$ cat src/rtl/uart_rx.sv
//------------------------------------------------------------------------------
// Module   : uart_rx
// Brief    : RS232 receiver that samples each bit at mid-bit and delivers one
//            byte per frame. Parity bit and check exist only when
//            UART_RX_PARITY_EN is defined.
// Revision : 1.0 - initial release
//------------------------------------------------------------------------------
`default_nettype none

module uart_rx #(
  parameter int CLKS_PER_BIT = 434,
  parameter int PARITY_ODD   = 0
) (
  input  logic       clk,
  input  logic       rst,
  input  logic       rx,
  output logic [7:0] rx_data,
  output logic       rx_valid,
  output logic       parity_err,
  output logic       frame_err,
  output logic       busy
);

  localparam int                 c_CNT_W   = (CLKS_PER_BIT > 1) ? $clog2(CLKS_PER_BIT) : 1;
  localparam logic [c_CNT_W-1:0] c_HALF_M1 = c_CNT_W'(CLKS_PER_BIT / 2 - 1);
  localparam logic [c_CNT_W-1:0] c_LAST    = c_CNT_W'(CLKS_PER_BIT - 1);
  localparam logic [c_CNT_W-1:0] c_CNT_ONE = c_CNT_W'(1);

  typedef enum logic [2:0] {
    S_IDLE   = 3'd0,
    S_START  = 3'd1,
    S_DATA   = 3'd2,
`ifdef UART_RX_PARITY_EN
    S_PARITY = 3'd3,
`endif
    S_STOP   = 3'd4,
    S_DONE   = 3'd5
  } state_t;

  state_t             r_state;
  logic [c_CNT_W-1:0] r_baud_cnt;
  logic [2:0]         r_bit_cnt;
  logic [7:0]         r_shift;
  logic               r_rx_meta;
  logic               r_rx_sync;
  logic               r_rx_prev;
  logic [7:0]         r_rx_data;
  logic               r_rx_valid;
  logic               r_frame_err;
  logic               r_busy;

`ifdef UART_RX_PARITY_EN
  localparam logic c_ODD_BIT = (PARITY_ODD != 0);

  logic r_par_mis;
  logic r_parity_err;
  logic w_parity_exp;

  assign w_parity_exp = (^r_shift) ^ c_ODD_BIT;
  assign parity_err   = r_parity_err;
`else
  logic w_unused_cfg;

  assign w_unused_cfg = (PARITY_ODD != 0);
  assign parity_err   = 1'b0;
`endif

  assign rx_data   = r_rx_data;
  assign rx_valid  = r_rx_valid;
  assign frame_err = r_frame_err;
  assign busy      = r_busy;

  // Synchronizer resets to the idle level so a reset never looks like a start edge.
  always_ff @(posedge clk or posedge rst) begin
    if (rst) begin
      r_rx_meta <= 1'b1;
      r_rx_sync <= 1'b1;
      r_rx_prev <= 1'b1;
    end else begin
      r_rx_meta <= rx;
      r_rx_sync <= r_rx_meta;
      r_rx_prev <= r_rx_sync;
    end
  end

  // Outputs are loaded on the stop-sample edge so they are visible during DONE.
  always_ff @(posedge clk or posedge rst) begin
    if (rst) begin
      r_state     <= S_IDLE;
      r_baud_cnt  <= '0;
      r_bit_cnt   <= '0;
      r_shift     <= '0;
      r_rx_data   <= '0;
      r_rx_valid  <= 1'b0;
      r_frame_err <= 1'b0;
      r_busy      <= 1'b0;
`ifdef UART_RX_PARITY_EN
      r_par_mis    <= 1'b0;
      r_parity_err <= 1'b0;
`endif
    end else begin
      r_rx_valid <= 1'b0;
      case (r_state)
        S_IDLE: begin
          r_baud_cnt <= '0;
          r_bit_cnt  <= '0;
          if (r_rx_prev && !r_rx_sync) begin
            r_state <= S_START;
            r_busy  <= 1'b1;
          end
        end

        S_START: begin
          if (r_baud_cnt == c_HALF_M1) begin
            r_baud_cnt <= '0;
            if (!r_rx_sync) begin
              r_state <= S_DATA;
            end else begin
              r_state <= S_IDLE;
              r_busy  <= 1'b0;
            end
          end else begin
            r_baud_cnt <= r_baud_cnt + c_CNT_ONE;
          end
        end

        S_DATA: begin
          if (r_baud_cnt == c_LAST) begin
            r_baud_cnt <= '0;
            r_shift    <= {r_rx_sync, r_shift[7:1]};
            r_bit_cnt  <= r_bit_cnt + 3'd1;
            if (r_bit_cnt == 3'd7) begin
`ifdef UART_RX_PARITY_EN
              r_state <= S_PARITY;
`else
              r_state <= S_STOP;
`endif
            end
          end else begin
            r_baud_cnt <= r_baud_cnt + c_CNT_ONE;
          end
        end

`ifdef UART_RX_PARITY_EN
        S_PARITY: begin
          if (r_baud_cnt == c_LAST) begin
            r_baud_cnt <= '0;
            r_par_mis  <= r_rx_sync ^ w_parity_exp;
            r_state    <= S_STOP;
          end else begin
            r_baud_cnt <= r_baud_cnt + c_CNT_ONE;
          end
        end
`endif

        S_STOP: begin
          if (r_baud_cnt == c_LAST) begin
            r_baud_cnt  <= '0;
            r_rx_data   <= r_shift;
            r_frame_err <= !r_rx_sync;
            r_rx_valid  <= 1'b1;
`ifdef UART_RX_PARITY_EN
            r_parity_err <= r_par_mis;
`endif
            r_state     <= S_DONE;
          end else begin
            r_baud_cnt <= r_baud_cnt + c_CNT_ONE;
          end
        end

        S_DONE: begin
          r_baud_cnt <= '0;
          r_state    <= S_IDLE;
          r_busy     <= 1'b0;
        end

        default: begin
          r_baud_cnt <= '0;
          r_state    <= S_IDLE;
          r_busy     <= 1'b0;
        end
      endcase
    end
  end

endmodule

`default_nettype wire

$ cat config.mk
export PLATFORM = sky130hd
export DESIGN_NAME = uart_rx
export DESIGN_NICKNAME = d
export VERILOG_FILES = /design/src/rtl/uart_rx.sv
export SDC_FILE = /design/constraint.sdc
export NUM_CORES = 1
export LEC_CHECK = 0
export ABC_AREA = 1
export CAP_MARGIN = 25
export CORE_ASPECT_RATIO = 2
export CORE_MARGIN = 5
export CORE_UTILIZATION = 60
export CTS_BUF_LIST = sky130_fd_sc_hd__clkbuf_16
export DETAILED_ROUTE_END_ITERATION = 12
export PLACE_DENSITY = 0.82
export SLEW_MARGIN = 20
export SYNTH_ARGS = -nofsm -noshare
export SYNTH_HDL_FRONTEND = slang
export SYNTH_SLANG_ARGS = --single-unit
export TNS_END_PERCENT = 5
$ cat constraint.sdc
create_clock -name clk -period 2.2 [get_ports clk]
set_input_delay 0.66 -clock clk [delete_from_list [all_inputs] [get_ports clk]]
set_output_delay 0.66 -clock clk [all_outputs]
set_load 0.01 [all_outputs]
== Yosys cells after proc, flatten, opt, wreduce, memory -nomap -nowiden ==
Index checks and enable logic that the tools add are counted.

* Output and inout port bits: 12
* Register bits after elaboration: 37
* Input port bits: 3
* Logic and storage cells: 54

* Add/subtract/negate cells: 2
* Bitwise logic cells: 1
* Muxes and demuxes: 18
* Reductions and logical operators: 10
* Equal/unequal tests: 12

{| class="wikitable"
|+ Operators by type and width
! kind !! number
|-
| $mux W3 || 6
|-
| $mux W9 || 2
|-
| $pmux W9 S2 || 1
|-
| $ne A2 B2 Y1 const B || 6
|-
| $pmux W3 S4 || 1
|-
| $add A9 B1 Y9 const B || 1
|-
| $eq A9 B8 Y1 const B || 1
|-
| $eq A9 B9 Y1 const B || 1
|-
| $eq A3 B3 Y1 const B || 2
|-
| $pmux W3 S2 || 1
|-
| $reduce_and A2 Y1 || 3
|-
| $mux W1 || 5
|-
| $reduce_and A5 Y1 || 1
|-
| $reduce_and A4 Y1 || 1
|-
| $add A3 B1 Y3 const B || 1
|-
| $eq A3 B1 Y1 const B || 1
|-
| $eq A3 B2 Y1 const B || 1
|-
| $logic_not A3 Y1 || 1
|-
| $pmux W1 S3 || 1
|-
| $mux W2 || 1
|-
| $reduce_bool A2 Y1 || 1
|-
| $reduce_or A2 Y1 || 1
|-
| $logic_and A1 B1 Y1 || 1
|-
| $logic_not A1 Y1 || 1
|-
| $not A1 Y1 || 1
|}

== Logic depth before layout (Yosys ltp) ==
Gate-level depths: netlist (run 1).

* Depth after elaboration: 4
* Mapped depth: 10
* Gate-level depth less buffers: 10

== Worst setup path before layout (run 1) ==
No wires, ideal clock.

* Kind: reg2reg
* From: register r_baud_cnt[1]
* To: register r_bit_cnt[0]
* Clock period less this slack: 1.322 ns
* Stages on the path, launching flop included: 11
* Slack: 0.878 ns
* Path buffers: 1
* Arrival time: 1.203 ns
* Setup time: 0.120 ns
* Data required time: 2.080 ns
* Path through: dfrtp_1 > inv_1 > ha_1 > nand2_1 > nor2_2 > nand2_2 > inv_4 > nand2_2 > buf_6 > nand3_2 > o21ai_2

* Longest elaborated chain between the ends: 3

{| class="wikitable"
|+ RTL lines
! item !! line !! RTL
|-
| start, declared || 41 || <nowiki>logic [c_CNT_W-1:0] r_baud_cnt;</nowiki>
|-
| start signal, assigned || 123 || <nowiki>r_baud_cnt <= r_baud_cnt + c_CNT_ONE;</nowiki>
|-
| start signal, assigned || 140 || <nowiki>r_baud_cnt <= r_baud_cnt + c_CNT_ONE;</nowiki>
|-
| start signal, assigned || 167 || <nowiki>r_baud_cnt <= r_baud_cnt + c_CNT_ONE;</nowiki>
|-
| $eq A9 B9 Y1 || 128 || <nowiki>if (r_baud_cnt == c_LAST) begin</nowiki>
|-
| $ne A2 B2 Y1 (no source line) || n/a ||
|-
| $reduce_and A2 Y1 (no source line) || n/a ||
|-
| end signal, assigned || 131 || <nowiki>r_bit_cnt <= r_bit_cnt + 3'd1;</nowiki>
|-
| end, declared || 42 || <nowiki>logic [2:0] r_bit_cnt;</nowiki>
|}

No other way between the ends.
A chain may end at the register's enable or synchronous reset.

== Worst setup path after layout (run 1) ==
* From: register r_rx_data[1] (netlist: rx_data[1])
* To: output port rx_data[1]

{| class="wikitable"
|+ RTL lines
! item !! line !! RTL
|-
| start, declared || 47 || <nowiki>logic [7:0] r_rx_data;</nowiki>
|-
| start signal, assigned || 159 || <nowiki>r_rx_data <= r_shift;</nowiki>
|-
| end, declared || 17 || <nowiki>output logic [7:0] rx_data,</nowiki>
|}

No word-level cell between the ends.

==> summary.md, run 1 <==
| Metric | Value |
|---|---|
| Yosys top cell area share | `46.77%` |
| Detailed Place HPWL | `2.445 mm` |
| Via count | `1,332` |
| Routability cong. | `0.8710` |
| Mapped cell area | `1819 um^2` |
| Fillcell total | `235` |
| Io pins | `15` |
| Status | `finished, final reports clean` |
| Cell row count | `28` |
| Worst Max-Slew Pin Slew | `0.5550 ns` |
| Die Span Y | `87.87 um` |
| CTS Sinks | `37` |
| Port buffer count | `13` |
| Fin Hold WS | `0.3579 ns` |
| Max Cap Viol | `0` |
| Syn nets | `207` |
| Slowest stage delay, CP | `0.55 ns` |
| Yosys Warn Count | `0` |
| Largest net degree at the start of global routing | `38` |
| Peak supply drop | `0.7930 mV` |
| Vias in the first global route | `1,407` |
| Crit. End Element | `primary output` |
| Worst-path fanout max | `2` |
| Total track usage | `18.21%` |
| Clock Skew | `0.002804 ns` |
| Syn Inst Count | `199` |
| Register Area | `929.6 um^2` |
| Startpoint types | `flop` |
| Critical path required time | `1.54 ns` |
| Die Width | `48.94 um` |
| Ranking of synthesized cells by area | `dfrtp_1, nand2_1, o21ai_2` |
| NumNets Final | `224` |
| Rel. slew slack | `62.87%` |
| Starting density of the core | `61.82%` |
| Hold Buf Count CTS | `0` |
| Initial antenna violation count | `0` |
| Vias per cell | `5.393` |
| FF-to-FF End | `r_bit_cnt[0]` |
| Most area-hungry cell type in the Yosys netlist | `dfrtp_1` |
| Slowest CP cell | `clkdlybuf4s50_1` |
| Minimum clock period | `1.844 ns` |
| Clk_lat worst skew | `0.28 ns` |
| TritonCTS Buffers | `5` |
| Final hold viol count | `0` |
| Global-route wire length before repair | `6.044 mm` |
| P&R area growth vs syn | `15.20%` |
| Final TNS setup | `0 ns` |
| DR pass1 iterations | `4` |
| Yosys reg bits | `37` |
| CTS-repair resized insts | `0` |
| WHS Endpoint | `r_rx_sync` |
| Unrepaired setup endpoints after global routing | `false` |
| Final setup violation count | `0` |
| Pleak | `1.018 nW` |
| Path depth of the worst reg2reg path | `9` |
| Critical path class | `flop to primary output` |
| Core area | `2943 um^2` |
| PD cells | `893.9 nW/um^2` |
| Root Buffer | `clkbuf_16` |
| CP Cell Sequence | `clkdlybuf4s50_1` |
| Flop2flop setup slack | `0.51 ns` |
| Post-Syn Area per Cell | `9.142 um^2` |
| CP top delay family | `buffers and inverters` |
| Origin of the critical flop-to-flop path | `r_baud_cnt[1]` |
| Total grt overflow | `0` |
| Clock-pin transition on the worst setup and hold timing paths | `0.05 ns` |
| H-tree Lvls | `2` |
| Post-CTS Setup Bufs | `0` |
| Seq/Total Area, Yosys | `51.10%` |
| Diode count | `0` |
| Hold Crit Start | `r_rx_meta` |
| F_max | `0.5423 GHz` |
| Total wire length | `3.357 mm` |
| CTS max path bufs | `2` |
| Final worst path period share | `83.82%` |
| CP bufs+invs | `1` |
| DIE AREA | `4300 um^2` |
| Crit path DAT | `1.18 ns` |
| Multi-input gate area | `725.7 um^2` |
| Layout cells sized above 1 | `24.42%` |
| Final Max Tran Viols | `0` |
| Post-route ant nets | `0` |
| Netlist cell types | `24` |
| Avg WL per Cell | `13.59 um` |
| HP Class | `flop to flop` |
| Starting DRT DRC Count | `28` |
| Hold depth | `0` |
| CTS tree | `yes` |
| DRC viols | `0` |
[flip-flops by register name, summed over array words and instances, names as in the netlist, 3 cells and up]
name        cells
r_shift         8
r_bit_cnt       3
rx_data         8
r_baud_cnt      9
r_state         3
[worst register-to-register path, delay by kind of cell (launching register included)]
kind / cells / cell delay [ns]
buf+inv: 2 / 0.17
fa+ha+maj: 1 / 0.17
flops: 1 / 0.40
compound gates: 1 / 0.06
simple gates: 5 / 0.76
[Yosys cell counts (all sizes together)]
cell type / n
nor3b: 1
buf: 4
inv: 31
nand2: 54
dfstp: 3
conb: 1
dfrtp: 34
nor2: 22
nor3: 2
o21ai: 18
ha: 5
nand3b: 1
xor2: 5
nand3: 12
nand4: 5
clkinv: 1
[cell families after synthesis]
logic type,after synthesis,share of synthesized area [%]
DFF,37,51.10
buffers and inverters,36,9.010
AOI/OAI and AO/OA,18,8.459
other,1,0.2061
xor gates and xnor gates,5,2.407
and+or+nand+nor,97,25.38
adders and majority gates,5,3.439
[cell type report]
| class | instances | share of cell area, % |
|---|---|---|
| clock inverter | 3 | 0.8358 |
| tap | 30 | 1.791 |
| sequential | 37 | 44.36 |
| timing repair buffer | 14 | 6.567 |
| inverter | 32 | 5.851 |
| clock buffer | 5 | 5.970 |
| multi-input combinational | 126 | 34.63 |
[worst max-delay path by stage]
| stage | cells past startpoint | slack (ns) | startpoint | endpoint |
|---|---|---|---|---|
| floorplan | 1 | 0.71 | rst | busy |
| global placement | 9 | 0.60 | r_baud_cnt[0] | r_bit_cnt[1] |
| detailed placement | 9 | 0.54 | r_baud_cnt[1] | r_bit_cnt[0] |
| CTS | 1 | 0.34 | rx_data[1] | rx_data[1] |
| global route | 1 | 0.32 | rx_data[1] | rx_data[1] |
| finish | 1 | 0.36 | rx_data[1] | rx_data[1] |
[layer usage]
layer | up-vias | routed length, um | global-route usage (%)
li1 | 647 | - | -
met1 | 655 | 1187 | 16.72
met3 | 9 | 79 | 3.578
met4 | 0 | 107 | 12.01
met5 | - | 0 | 0
met2 | 21 | 1982 | 34.88
[placed cells by master, fill, tap and decap left out]
cell	netlist	routed
conb_1	1	1
clkinv_2	0	1
clkinv_4	0	1
ha_1	5	5
clkdlybuf4s50_1	0	13
dfrtp_1	34	34
dfstp_2	3	3
inv_1	25	25
nand3_2	3	3
nand2_4	1	1
nor3b_1	1	1
nand3b_1	1	1
o21ai_2	17	17
inv_4	1	1
buf_4	1	1
xor2_1	5	5
nand3_1	9	9
clkbuf_16	0	5
clkinv_1	1	2
nor2_2	3	3
nand2_2	12	12
nor3_1	2	2
inv_2	5	5
o21ai_0	1	1
nand2_1	41	41
nor2_1	19	19
nand4_1	5	5
[metrics by stage]
stage	total power, W	setup WS (ns)	cells	util [%]	area [um^2]
global placement	0.001169	0.5989	239	66.37	1953
CTS	0.001882	0.3408	247	71.22	2096
detailed placement	0.001192	0.5368	239	66.37	1953
finish	0.001873	0.3559	247	71.22	2096
floorplan	0.001073	0.7124	199	-	1819
global route	0.001990	0.3198	247	71.22	2096
[where the power goes]
| group | switching (W) | internal, W |
|---|---|---|
| logic | 0.000291 | 0.000127 |
| clock network | 0.000266 | 0.000415 |
| registers | 0.0000430 | 0.000732 |
| total | 0.000600 | 0.00127 |
Note: power is estimated with default switching activity, not from simulation.
==> run 2: changes to the inputs <==
--- a/config.mk
+++ b/config.mk
@@ -9,10 +9,10 @@
 export CAP_MARGIN = 25
 export CORE_ASPECT_RATIO = 2
 export CORE_MARGIN = 5
-export CORE_UTILIZATION = 60
+export CORE_UTILIZATION = 57
 export CTS_BUF_LIST = sky130_fd_sc_hd__clkbuf_16
 export DETAILED_ROUTE_END_ITERATION = 12
-export PLACE_DENSITY = 0.82
+export PLACE_DENSITY = 0.79
 export SLEW_MARGIN = 20
 export SYNTH_ARGS = -nofsm -noshare
 export SYNTH_HDL_FRONTEND = slang
==> constraint.sdc (replaced) <==
create_clock -name clk -period 1.9 [get_ports clk]
set_input_delay 0.57 -clock clk [delete_from_list [all_inputs] [get_ports clk]]
set_output_delay 0.57 -clock clk [all_outputs]
set_load 0.01 [all_outputs]
==> run 2 against run 1 <==
  * Wire length grew 6.1%
  * Clock skew grew 0.0014 ns
  * Global-route usage shrank 0.37 points
  * Count of clock-buffer cells in the layout is the same
  * Die area grew 4.4%
  * Via count shrank 3.4%
  * Critical path type unchanged
  * Largest power group unchanged
==> summary.md, run 2 (synthesis gave the netlist of run 1 again) <==
| Metric | Value |
|---|---|
| Fillcell total | `256` |
| Io pins | `15` |
| Starting DRT DRC Count | `29` |
| CP bufs+invs | `1` |
| Slowest CP cell | `clkdlybuf4s50_1` |
| Die Width | `49.95 um` |
| Worst-path fanout max | `2` |
| Avg WL per Cell | `14.30 um` |
| DRC viols | `0` |
| Hold Buf Count CTS | `0` |
| Register Area | `929.6 um^2` |
| Final hold viol count | `0` |
| Global-route wire length before repair | `6.299 mm` |
| Crit path DAT | `1.19 ns` |
| Startpoint types | `flop` |
| Clock Skew | `0.004171 ns` |
| Max Cap Viol | `0` |
| Pleak | `1.020 nW` |
| CP top delay family | `buffers and inverters` |
| Path depth of the worst reg2reg path | `9` |
| Minimum clock period | `1.758 ns` |
| Die Span Y | `89.90 um` |
| Post-route ant nets | `0` |
| Multi-input gate area | `725.7 um^2` |
| PD cells | `1020 nW/um^2` |
| Worst Max-Slew Pin Slew | `0.5505 ns` |
| Final Max Tran Viols | `0` |
| Largest net degree at the start of global routing | `25` |
| H-tree Lvls | `2` |
| Total track usage | `17.84%` |
| Peak supply drop | `0.7705 mV` |
| Critical path required time | `1.33 ns` |
| TritonCTS Buffers | `5` |
| P&R area growth vs syn | `15.54%` |
| Via count | `1,287` |
| Largest register by flop count | `r_baud_cnt` |
| Starting density of the core | `58.30%` |
| F_max | `0.5689 GHz` |
| Layout cells sized above 1 | `24.31%` |
| Rel. slew slack | `63.17%` |
| Root Buffer | `clkbuf_16` |
| Total grt overflow | `0` |
| Final TNS setup | `0 ns` |
| Clock-pin transition on the worst setup and hold timing paths | `0.06 ns` |
| CTS-repair resized insts | `0` |
| CTS tree | `yes` |
| HP Class | `flop to flop` |
| Vias per cell | `5.169` |
| CTS max path bufs | `2` |
| Cell row count | `29` |
| Diode count | `0` |
| Critical path class | `flop to primary output` |
| Final worst path period share | `92.51%` |
| Detailed Place HPWL | `2.668 mm` |
| Core area | `3120 um^2` |
| DIE AREA | `4490 um^2` |
| Total wire length | `3.561 mm` |
| Placed Instances | `241` |
| NumNets Final | `225` |
| CTS Sinks | `37` |
| Slowest stage delay, CP | `0.55 ns` |
| Final setup violation count | `0` |
| Crit. End Element | `primary output` |
| Clk_lat worst skew | `0.28 ns` |
| Max FFs per register | `9` |
| Most frequent cells in the layout | `nand2_1, dfrtp_1, inv_1` |
| Port buffer count | `13` |
| CP Depth | `1` |
| CP Cell Sequence | `clkdlybuf4s50_1` |
| Commonest non-fill, non-tap cell in the layout | `nand2_1` |
| Non-Filler Instances | `249` |
| DR pass1 iterations | `4` |
| Vias in the first global route | `1,427` |
| Unrepaired setup endpoints after global routing | `false` |
| Post-CTS Setup Bufs | `0` |
| Hold depth | `0` |
| Status | `finished, final reports clean` |
| Routability cong. | `0.8775` |
| Initial antenna violation count | `0` |
## run 2: worst paths after layout
path                               start      endpoint  slack, ns
setup reg to reg           r_baud_cnt[1]  r_bit_cnt[0]       0.22
hold / removal                 r_rx_meta     r_rx_sync       0.36
setup / recovery              rx_data[5]    rx_data[5]       0.14
max in group asynchronous            rst     r_rx_meta       0.94
min in group asynchronous            rst    r_shift[7]       0.61
hold reg to reg                r_rx_meta     r_rx_sync       0.36
## run 2: layout make-up
cell class | count | area share [%]
sequential | 37 | 44.23
multi-input combinational | 126 | 34.52
timing repair buffer | 15 | 6.905
clock buffer | 5 | 5.952
inverter | 32 | 5.833
tap | 31 | 1.845
clock inverter | 3 | 0.7143
## run 2: power by group
part | leakage [nW] | total, W | internal, W | switching [W]
clock | 0.0687 | 0.000775 | 0.000475 | 0.000300
combinational | 0.452 | 0.000467 | 0.000145 | 0.000322
sequential | 0.500 | 0.000902 | 0.000848 | 0.0000548
total | 1.02 | 0.00214 | 0.00147 | 0.000677
## run 2: stage by stage
step | instance area (um^2) | hold WS [ns] | utilization, % | setup slack, ns | total power, W
5_1_grt | 2102 | 0.3583 | 67.36 | 0.07986 | 0.002272
3_3_place_gp | 1962 | 0.3463 | 62.87 | 0.3051 | 0.001349
2_1_floorplan | 1819 | 0.3452 | - | 0.5024 | 0.001242
3_5_place_dp | 1962 | 0.3495 | 62.87 | 0.2362 | 0.001373
6_report | 2102 | 0.3575 | 67.36 | 0.1422 | 0.002145
4_1_cts | 2102 | 0.3572 | 67.36 | 0.1299 | 0.002148
## run 2: layer usage
layer | part of all wire (%) | GRT usage (%)
met4 | 2.6 | 9.409
met1 | 34 | 17.17
met3 | 2.7 | 3.146
met2 | 60 | 33.51
met5 | 0 | 0
==> run 3: changes to the inputs <==
--- a/config.mk
+++ b/config.mk
@@ -9,10 +9,9 @@
 export CAP_MARGIN = 25
 export CORE_ASPECT_RATIO = 2
 export CORE_MARGIN = 5
-export CORE_UTILIZATION = 57
+export CORE_UTILIZATION = 30
 export CTS_BUF_LIST = sky130_fd_sc_hd__clkbuf_16
 export DETAILED_ROUTE_END_ITERATION = 12
-export PLACE_DENSITY = 0.79
 export SLEW_MARGIN = 20
 export SYNTH_ARGS = -nofsm -noshare
 export SYNTH_HDL_FRONTEND = slang
==> constraint.sdc (replaced) <==
create_clock -name clk -period 1.9 [get_ports clk]
set_input_delay 0.57 -clock clk [delete_from_list [all_inputs] [get_ports clk]]
set_output_delay 0.57 -clock clk [all_outputs]
set_load 0.1 [all_outputs]
==> run 3 against run 2 <==
  * Cell count rose by 13%
  * Critical endpoint is now r_shift[4]
  * Clock skew up 0.0022 ns
  * First-iteration DRC count rose by 3.4%
  * Non-clock buffer count unchanged
  * Combinational power grew 19%
  * Critical path type is now flop to flop
  * Critical path depth rose by 9
  * Flip-flop and latch count is the same
  * Highest routed layer unchanged
  * Core utilization decreased by 29 points
  * Global-route usage decreased by 8.4 points
  * Register-to-register slack gained 0.098 ns
  * Fmax rose by 11%
==> summary.md, run 3 (synthesis gave the netlist of run 1 again) <==
| Metric | Value |
|---|---|
| Starting DRT DRC Count | `30` |
| HP Class | `flop to flop` |
| Crit path DAT | `1.74 ns` |
| Cell row count | `40` |
| Largest net degree at the start of global routing | `38` |
| Total wire length | `3.244 mm` |
| Largest register by flop count | `r_baud_cnt` |
| Initial antenna violation count | `0` |
| DIE AREA | `7816 um^2` |
| TritonCTS Buffers | `5` |
| Status | `finished, final reports clean` |
| DRC viols | `0` |
| PD cells | `983.9 nW/um^2` |
| Final hold viol count | `0` |
| Minimum clock period | `1.582 ns` |
| Die Width | `65.07 um` |
| Final setup violation count | `0` |
| Final TNS setup | `0 ns` |
| Critical path class | `flop to flop` |
| Detailed Place HPWL | `2.476 mm` |
| Non-Filler Instances | `281` |
| H-tree Lvls | `2` |
| CTS tree | `yes` |
| Post-route ant nets | `0` |
| Clock-pin transition on the worst setup and hold timing paths | `0.06 ns` |
| Finished Cell Area | `2280 um^2` |
| Final Max Tran Viols | `0` |
| Clock Skew | `0.006398 ns` |
| Post-CTS Setup Bufs | `0` |
| Port buffer count | `13` |
| CTS Sinks | `37` |
| Max FFs per register | `9` |
| Routability cong. | `0.8835` |
| Avg WL per Cell | `11.54 um` |
| Diode count | `0` |
| Pleak | `1.086 nW` |
| Startpoint types | `flop` |
| Root Buffer | `clkbuf_16` |
| Starting density of the core | `30.55%` |
| Most frequent cells in the layout | `nand2_1, dfrtp_1, inv_1` |
| CTS-repair resized insts | `0` |
| Final worst path period share | `83.25%` |
| CTS max path bufs | `2` |
| Clk_lat worst skew | `0.28 ns` |
| F_max | `0.6322 GHz` |
| Register Area | `929.6 um^2` |
| Die Span Y | `120.1 um` |
| P&R area growth vs syn | `25.31%` |
| Crit. End Element | `flop` |
| Total track usage | `9.451%` |
| Fillcell total | `586` |
| Core area | `5956 um^2` |
| Global-route wire length before repair | `5.720 mm` |
| DR pass1 iterations | `4` |
| Peak supply drop | `0.5092 mV` |
| Multi-input gate area | `725.7 um^2` |
| Unrepaired setup endpoints after global routing | `false` |
| Hold Buf Count CTS | `0` |
| Vias in the first global route | `1,324` |
| Placed Instances | `273` |
| Worst-path fanout max | `12` |
| Layout cells sized above 1 | `29.82%` |
| NumNets Final | `225` |
| Total grt overflow | `0` |
| Via count | `1,277` |
| Max Cap Viol | `0` |
| Commonest non-fill, non-tap cell in the layout | `nand2_1` |
| Io pins | `15` |
| Vias per cell | `4.544` |
| DP Area | `2137 um^2` |
| Critical path required time | `2.06 ns` |
run 3: path summary, 6_finish.rpt:
path	start	end	slack (ns)	cells after the start
min in group asynchronous	rst	rx_data[7]	0.65	3
hold / removal	r_rx_meta	r_rx_sync	0.36	0
hold reg to reg	r_rx_meta	r_rx_sync	0.36	0
setup / recovery	r_baud_cnt[1]	r_shift[4]	0.32	10
max in group asynchronous	rst	r_rx_meta	1.00	3
setup reg to reg	r_baud_cnt[1]	r_shift[4]	0.32	10
run 3: report_power, final:
part	leakage, nW	switching [W]	internal, W
sequential	0.500	0.0000540	0.000848
combinational	0.515	0.000387	0.000169
clock	0.0712	0.000305	0.000480
run 3: worst max-delay path, stage by stage, from the launching register on:
cell     delay [ns]
dfrtp_1        0.39
inv_1          0.08
ha_1           0.16
nand2_1        0.07
nor2_2         0.11
nand2_2        0.08
inv_4          0.08
nand2_2        0.18
buf_12         0.22
nand2_2        0.06
o21ai_2        0.04
run 3: per-layer routing:
layer  vias up  global-route usage, %  wire (um)
li1        647                      -          -
met1       598                  8.796       1196
met2        22                  17.90       1846
met3        10                  1.966         81
met4         0                  5.844        120
met5         -                      0          0
run 3: per-stage QoR:
step	utilization, %	power, W	setup slack, ns	hold WS (ns)
2_1_floorplan	-	0.001316	0.4192	0.3452
3_3_place_gp	35.88	0.001469	0.3760	0.3467
3_5_place_dp	35.88	0.001482	0.3095	0.3505
4_1_cts	38.28	0.002285	0.2964	0.3589
5_1_grt	38.28	0.002390	0.1688	0.3633
6_report	38.28	0.002243	0.3183	0.3566
run 3: final cells by class:
type | count | area share [%]
Tap cell | 63 | 3.458
Inverter | 32 | 5.379
Sequential cell | 37 | 40.78
Clock buffer | 5 | 5.488
Timing Repair Buffer | 15 | 12.29
Clock inverter | 3 | 0.7684
Multi-Input combinational cell | 126 | 31.83
